**config.mk**
```make
export PLATFORM = sky130hd
export DESIGN_NAME = vga_pmod_decoder
export DESIGN_NICKNAME = d
export VERILOG_FILES = /design/src/rtl/vga_pmod_decoder.sv
export SDC_FILE = /design/constraint.sdc
export NUM_CORES = 1
export LEC_CHECK = 0
export ABC_AREA = 0
export ABC_CLOCK_PERIOD_IN_PS = 4350
export BUFFER_PORTS_ARGS = -buffer_cell sky130_fd_sc_hd__clkbuf_2
export CAP_MARGIN = 5
export CORE_MARGIN = 2
export CORE_UTILIZATION = 57
export CTS_CLUSTER_DIAMETER = 50
export DETAILED_ROUTE_END_ITERATION = 7
export PLACE_DENSITY = 0.84
export SYNTH_ARGS = -nofsm -noshare
export SYNTH_HDL_FRONTEND = slang
export SYNTH_SLANG_ARGS = --single-unit
export TNS_END_PERCENT = 5
```
**constraint.sdc**
```tcl
create_clock -name clk -period 4.35 [get_ports clk]
set_clock_uncertainty 0.2 [all_clocks]
set_input_delay 0.435 -clock clk [delete_from_list [all_inputs] [get_ports clk]]
set_output_delay 0.435 -clock clk [all_outputs]
set_load 0.05 [all_outputs]
```
**src/rtl/vga_pmod_decoder.sv**
```systemverilog
`default_nettype none
// ============================================================================
//  Module      : vga_pmod_decoder
//  Description : Receive side of the TinyVGA PMOD. Locks onto the hsync/vsync
//                timing, recovers pixel coordinates and colour, signs each
//                clean frame with a 16-bit MISR and counts timing errors.
//  Revision    : 1.0 - initial release
// ============================================================================
module vga_pmod_decoder #(
    parameter int H_ACTIVE = 640,
    parameter int H_FP     = 16,
    parameter int H_SYNC   = 96,
    parameter int H_BP     = 48,
    parameter int V_ACTIVE = 480,
    parameter int V_FP     = 10,
    parameter int V_SYNC   = 2,
    parameter int V_BP     = 33
) (
    input  logic        clk,
    input  logic        rst_n,
    input  logic [7:0]  i_pmod,
    output logic [9:0]  o_hpos,
    output logic [9:0]  o_vpos,
    output logic [5:0]  o_pixel,
    output logic        o_active,
    output logic        o_locked,
    output logic        o_frame_done,
    output logic [15:0] o_signature,
    output logic [7:0]  o_err_count
);

    localparam int H_TOTAL = H_ACTIVE + H_FP + H_SYNC + H_BP;
    localparam int V_TOTAL = V_ACTIVE + V_FP + V_SYNC + V_BP;

    localparam logic [9:0]  H_LAST     = 10'(H_TOTAL - 1);
    localparam logic [9:0]  V_LAST     = 10'(V_TOTAL - 1);
    localparam logic [9:0]  H_ACT      = 10'(H_ACTIVE);
    localparam logic [9:0]  V_ACT      = 10'(V_ACTIVE);
    localparam logic [9:0]  H_ACT_LAST = 10'(H_ACTIVE - 1);
    localparam logic [9:0]  V_ACT_LAST = 10'(V_ACTIVE - 1);
    localparam logic [9:0]  HS_START   = 10'(H_ACTIVE + H_FP);
    localparam logic [9:0]  HS_END     = 10'(H_ACTIVE + H_FP + H_SYNC);
    localparam logic [9:0]  VS_START   = 10'(V_ACTIVE + V_FP);
    localparam logic [9:0]  VS_END     = 10'(V_ACTIVE + V_FP + V_SYNC);
    localparam logic [10:0] WD_LAST    = 11'(2 * H_TOTAL - 1);

    typedef enum logic [1:0] {
        SEARCH = 2'd0,
        HLOCK  = 2'd1,
        LOCKED = 2'd2
    } state_t;

    state_t      state;
    state_t      state_next;
    logic [7:0]  p_r;
    logic        hs_prev;
    logic        vs_line;
    logic [9:0]  h_cnt;
    logic [9:0]  v_cnt;
    logic [10:0] wd_cnt;
    logic        dirty;
    logic [15:0] sig;

    logic        hs_fall, hs_rise, vs_fall, vs_rise;
    logic        tracking, h_err, v_err, any_err, wd_expire;
    logic [9:0]  h_now, v_now, h_next, v_next;
    logic        active_now, first_px, last_px, publish;
    logic [5:0]  pixel_now;
    logic [15:0] sig_base, sig_next;

    // Edge detection, counter realignment, error decode and MISR step for the sample in p_r
    always_comb begin
        hs_fall  = hs_prev & ~p_r[7];
        hs_rise  = ~hs_prev & p_r[7];
        // Vsync is only looked at once per line, on column 0 of the free-running counter
        vs_fall  = (h_cnt == '0) & vs_line & ~p_r[3];
        vs_rise  = (h_cnt == '0) & ~vs_line & p_r[3];
        tracking = (state != SEARCH);
        h_err    = tracking & ((hs_fall & (h_cnt != HS_START)) | (hs_rise & (h_cnt != HS_END)));
        v_err    = (state == LOCKED) & ((vs_fall & (v_cnt != VS_START)) | (vs_rise & (v_cnt != VS_END)));
        any_err  = h_err | v_err;

        // A sync edge defines where we are; in a healthy stream these equal the counters
        h_now = h_cnt;
        if (hs_fall)
            h_now = HS_START;
        else if (hs_rise && tracking)
            h_now = HS_END;

        v_now = v_cnt;
        if (vs_fall && tracking)
            v_now = VS_START;
        else if (vs_rise && (state == LOCKED))
            v_now = VS_END;

        h_next = (h_now == H_LAST) ? '0 : h_now + 10'd1;
        v_next = v_now;
        if (h_now == H_LAST)
            v_next = (v_now == V_LAST) ? '0 : v_now + 10'd1;

        wd_expire = tracking & ~hs_fall & (wd_cnt == WD_LAST);

        state_next = state;
        case (state)
            SEARCH:  if (hs_fall) state_next = HLOCK;
            HLOCK:   if (vs_fall && !h_err) state_next = LOCKED;
            LOCKED:  if (any_err) state_next = HLOCK;
            default: state_next = SEARCH;
        endcase
        if (wd_expire)
            state_next = SEARCH;

        pixel_now  = {p_r[0], p_r[4], p_r[1], p_r[5], p_r[2], p_r[6]};
        active_now = (state == LOCKED) & (h_now < H_ACT) & (v_now < V_ACT);
        first_px   = active_now & (h_now == '0) & (v_now == '0);
        last_px    = active_now & (h_now == H_ACT_LAST) & (v_now == V_ACT_LAST);

        // The first pixel of a frame restarts the MISR from zero and folds itself in
        sig_base = first_px ? '0 : sig;
        sig_next = {sig_base[14:0], 1'b0} ^ (sig_base[15] ? 16'h1021 : 16'h0000)
                 ^ {10'b0, pixel_now};
        publish  = last_px & ~dirty & ~any_err;
    end

    // Input sampling stage: every downstream decision is made on p_r
    always_ff @(posedge clk) begin
        if (!rst_n)
            p_r <= 8'hFF;
        else
            p_r <= i_pmod;
    end

    // Sync tracking state machine with its counters, watchdog and frame signature
    always_ff @(posedge clk) begin
        if (!rst_n) begin
            state   <= SEARCH;
            hs_prev <= 1'b1;
            vs_line <= 1'b1;
            h_cnt   <= '0;
            v_cnt   <= '0;
            wd_cnt  <= '0;
            dirty   <= 1'b1;
            sig     <= '0;
        end else begin
            state   <= state_next;
            hs_prev <= p_r[7];
            // While searching, follow vsync continuously so a lock acquired mid-pulse sees no false edge
            if (state == SEARCH || h_cnt == '0)
                vs_line <= p_r[3];
            h_cnt <= h_next;
            v_cnt <= v_next;
            if (hs_fall)
                wd_cnt <= '0;
            else if (wd_cnt != WD_LAST)
                wd_cnt <= wd_cnt + 11'd1;
            // A frame only stays clean if its first pixel was seen locked and no error followed
            if (any_err || state != LOCKED)
                dirty <= 1'b1;
            else if (first_px)
                dirty <= 1'b0;
            if (active_now)
                sig <= sig_next;
        end
    end

    // Output stage: coordinates, colour and status aligned to the same sample
    always_ff @(posedge clk) begin
        if (!rst_n) begin
            o_hpos       <= '0;
            o_vpos       <= '0;
            o_pixel      <= '0;
            o_active     <= 1'b0;
            o_locked     <= 1'b0;
            o_frame_done <= 1'b0;
            o_signature  <= '0;
            o_err_count  <= '0;
        end else begin
            o_hpos       <= h_now;
            o_vpos       <= v_now;
            o_pixel      <= pixel_now;
            o_active     <= active_now;
            o_locked     <= (state == LOCKED);
            o_frame_done <= publish;
            if (publish)
                o_signature <= sig_next;
            if (any_err && o_err_count != 8'hFF)
                o_err_count <= o_err_count + 8'd1;
        end
    end

endmodule
`default_nettype wire

```
==> impl_metrics.env <==
export IMPL_final_setup_viol_count=0
export IMPL_cap_violations=0
export IMPL_via_per_inst=5.77
export IMPL_grt_max_degree=47
export IMPL_dp_hpwl_mm=7.19
export IMPL_cp_max_fo=19
export IMPL_synth_top_area_cell="dfxtp_1"
export IMPL_clockRootBuffer="clkbuf_8"
export IMPL_max_slew_worst_pin_slew_ns=0.811
export IMPL_num_vias=4198
export IMPL_synth_cells=538
export IMPL_maxSlewHeadroom_pct=45.6
export IMPL_drt_first_pass_iters=5
export IMPL_synth_cell_types=59
export IMPL_dieArea_um2=9110
export IMPL_placedInstanceArea_um2=5120
export IMPL_synthTopCellsByCount="dfxtp_1, nor2_1, nand2_1, a21oi_1, nand3_1"
export IMPL_ctsHoldBuffers=8
export IMPL_crit_arrival_ns=3.99
export IMPL_final_fill_count=582
export IMPL_postLayoutCoreUtil_pct=71.0
export IMPL_die_y_um=95.4
export IMPL_cts_max_level=4
export IMPL_gp_congestion=0.936
export IMPL_async_flop_share_pct=0
export IMPL_grt_pass1_wl_mm=18.0
export IMPL_ys_ff_latch=113
export IMPL_reg2reg_depth=9
export IMPL_crit_path_end_kind="register"
export IMPL_start_util_pct=58.3
export IMPL_synthMostInstantiatedCell="dfxtp_1"
export IMPL_first_global_vias=3777
export IMPL_period_needed_ns=3.78
export IMPL_drtIter0Drc=222
export IMPL_clkLatencyLatePin_ns=0.52
export IMPL_placed_cells=687
export IMPL_p_leak_nw=2.34
export IMPL_fin_tns_setup_ns=0
export IMPL_n_antenna_cell=0
export IMPL_drt_wl_total_mm=11.2
export IMPL_syn_area_um2=4770
export IMPL_fin_crit_sh_pct=87.0
export IMPL_status="finished clean"
export IMPL_antenna_found_initial=0
export IMPL_finalNonFillerCells=727
export IMPL_pwr_density_cell_nw_per_um2=458
export IMPL_stdcell_area_um2=5810
export IMPL_rows=33
export IMPL_final_antenna_net_count=0
export IMPL_crit_type="reg2reg"
export IMPL_reg2reg_setup_slack_ns=0.57
export IMPL_ir_worst_vdd_mv=0.296
export IMPL_clkSinkCount=113
export IMPL_grt_usage_pct=25.3
export IMPL_synth_edff_count=0
export IMPL_post_cts_setup_buffers=0
export IMPL_overflow=0
export IMPL_synth_top_area_share_pct=47.5
export IMPL_core_area_um2=8180
export IMPL_p_total_mw=2.66
export IMPL_synthFlopType="dfxtp_1"
export IMPL_hold_ws_ns=0.228
export IMPL_setup_slack_ns=0.566
export IMPL_port_buffers=62
export IMPL_grt_setup_unrepaired="false"
export IMPL_clock_path_buffers=2
export IMPL_die_w_um=95.4
export IMPL_syn_avg_cell_area_um2=8.86
export IMPL_drc_errors=0
export IMPL_cp_data_required_time_ns=4.56
export IMPL_startpoint_type="register"
export IMPL_synth_nets=554
export IMPL_area_delta_synth_final_pct=21.9
export IMPL_layout_nets=625
export IMPL_post_place_ws_ns=0.663
export IMPL_holdPathStages=2
export IMPL_wl_per_cell_um=15.4
export IMPL_layout_drive_gt1_share_pct=19.1
export IMPL_cts_tree="built"
export IMPL_hold_violations=0
export IMPL_ios=63
export IMPL_cts_resized=0
export IMPL_yosys_top_cells_area="dfxtp_1, nor2_1, nand2_1, a21oi_1, nand3_1"
export IMPL_cts_made_buffers=17
export IMPL_ys_seq_area_share_pct=47.5
export IMPL_hold_path_class="in2reg"
export IMPL_drv_slew=0
export IMPL_path_clk_slew_ns=0.06
export IMPL_ys_warn_count=0
export IMPL_fmax_mhz=264
[worst paths after layout]
path,startpoint,endpoint
max,h_cnt[8]$_SDFF_PP0_,dirty$_SDFFE_PP1P_
min reg2reg,o_signature[8]$_SDFFE_PN0P_,o_signature[8]$_SDFFE_PN0P_
max reg2reg,h_cnt[8]$_SDFF_PP0_,dirty$_SDFFE_PP1P_
min,rst_n,p_r[1]$_SDFF_PN1_
[layer usage]
metal	wire [um]	global-route usage, %	vias to the layer above
met3	714	6.40	37
met4	309	12.5	0
met2	5340	39.7	167
met1	4840	32.5	1963
li1	-	-	2031
met5	0	0	-
[cell families after synthesis]
kind of cell	share of synthesized area (%)
simple gates	27.4
flops	47.5
compound gates	13.1
buf+inv	3.54
xor+xnor	5.70
mux	1.26
fa+ha+maj	1.58
[cell usage in the layout (no fill, tap or decap), types with 2 or more instances in the layout]
cell type      netlist  final
o22ai_1              2      2
and2_1              10     10
mux2i_1              6      6
nor2b_1              7      7
o31ai_1              2      2
nor4b_1              2      2
nor4_1               5      5
bufinv_16            0      3
clkbuf_2             0     62
inv_6                0      8
or4_4                2      2
a31oi_1              3      3
o21a_1               2      2
nor3_1               6      6
nand2b_1            19     19
o21ai_0             10     10
xor2_1              18     18
nand4_1             14     14
and4_1               2      2
a21oi_1             41     41
a21boi_0             5      5
a41oi_1              2      2
a211oi_1             9      9
inv_1               10     10
nand3_1             37     37
nand2_1             57     57
ha_1                 6      6
a31o_2               2      2
nor4_2               2      2
nor2_1              63     63
a22oi_1              2      2
dfxtp_1            113    113
xnor2_1             13     13
or3_1                3      3
o21ai_1              5      5
buf_4                2      6
or2_2                2      2
dlygate4sd3_1        0      8
clkbuf_16            0     16
and3_1              11     11
[critical path, stage by stage, from the launching register on]
cell and delay, ns:
dfxtp_1 0.41, or3_1 0.52, nor3_4 0.35, a31oi_1 0.13, o22ai_1 0.30, ha_1 0.22
nand3b_1 0.13, a211oi_2 0.57, nand2_2 0.36, a2111o_1 0.48
[cell type report]
| class | count | area, um2 | area share, % |
|---|---|---|---|
| tap | 105 | 131 | 2.26 |
| clock buffer | 17 | 414 | 7.13 |
| clock inverter | 15 | 193 | 3.32 |
| sequential | 113 | 2260 | 38.9 |
| inverter | 10 | 37.5 | 0.646 |
| timing repair buffer | 76 | 435 | 7.50 |
| multi-input combinational | 391 | 2330 | 40.2 |
[power by group]
part / internal (mW) / switching [mW] / total, mW / leakage [nW]
combinational: 0.0531 / 0.108 / 0.161 / 1.12
sequential: 1.06 / 0.0221 / 1.08 / 0.918
clock: 0.890 / 0.530 / 1.42 / 0.297
total: 2.00 / 0.659 / 2.66 / 2.34
[flip-flops by register name (all words and copies together) (netlist names), 8 cells and up]
name         cells
o_signature     16
sig             16
wd_cnt          11
h_cnt           10
o_hpos          10
o_vpos          10
v_cnt           10
o_err_count      8
p_r              8
Note: power is estimated with default switching activity, not from simulation.
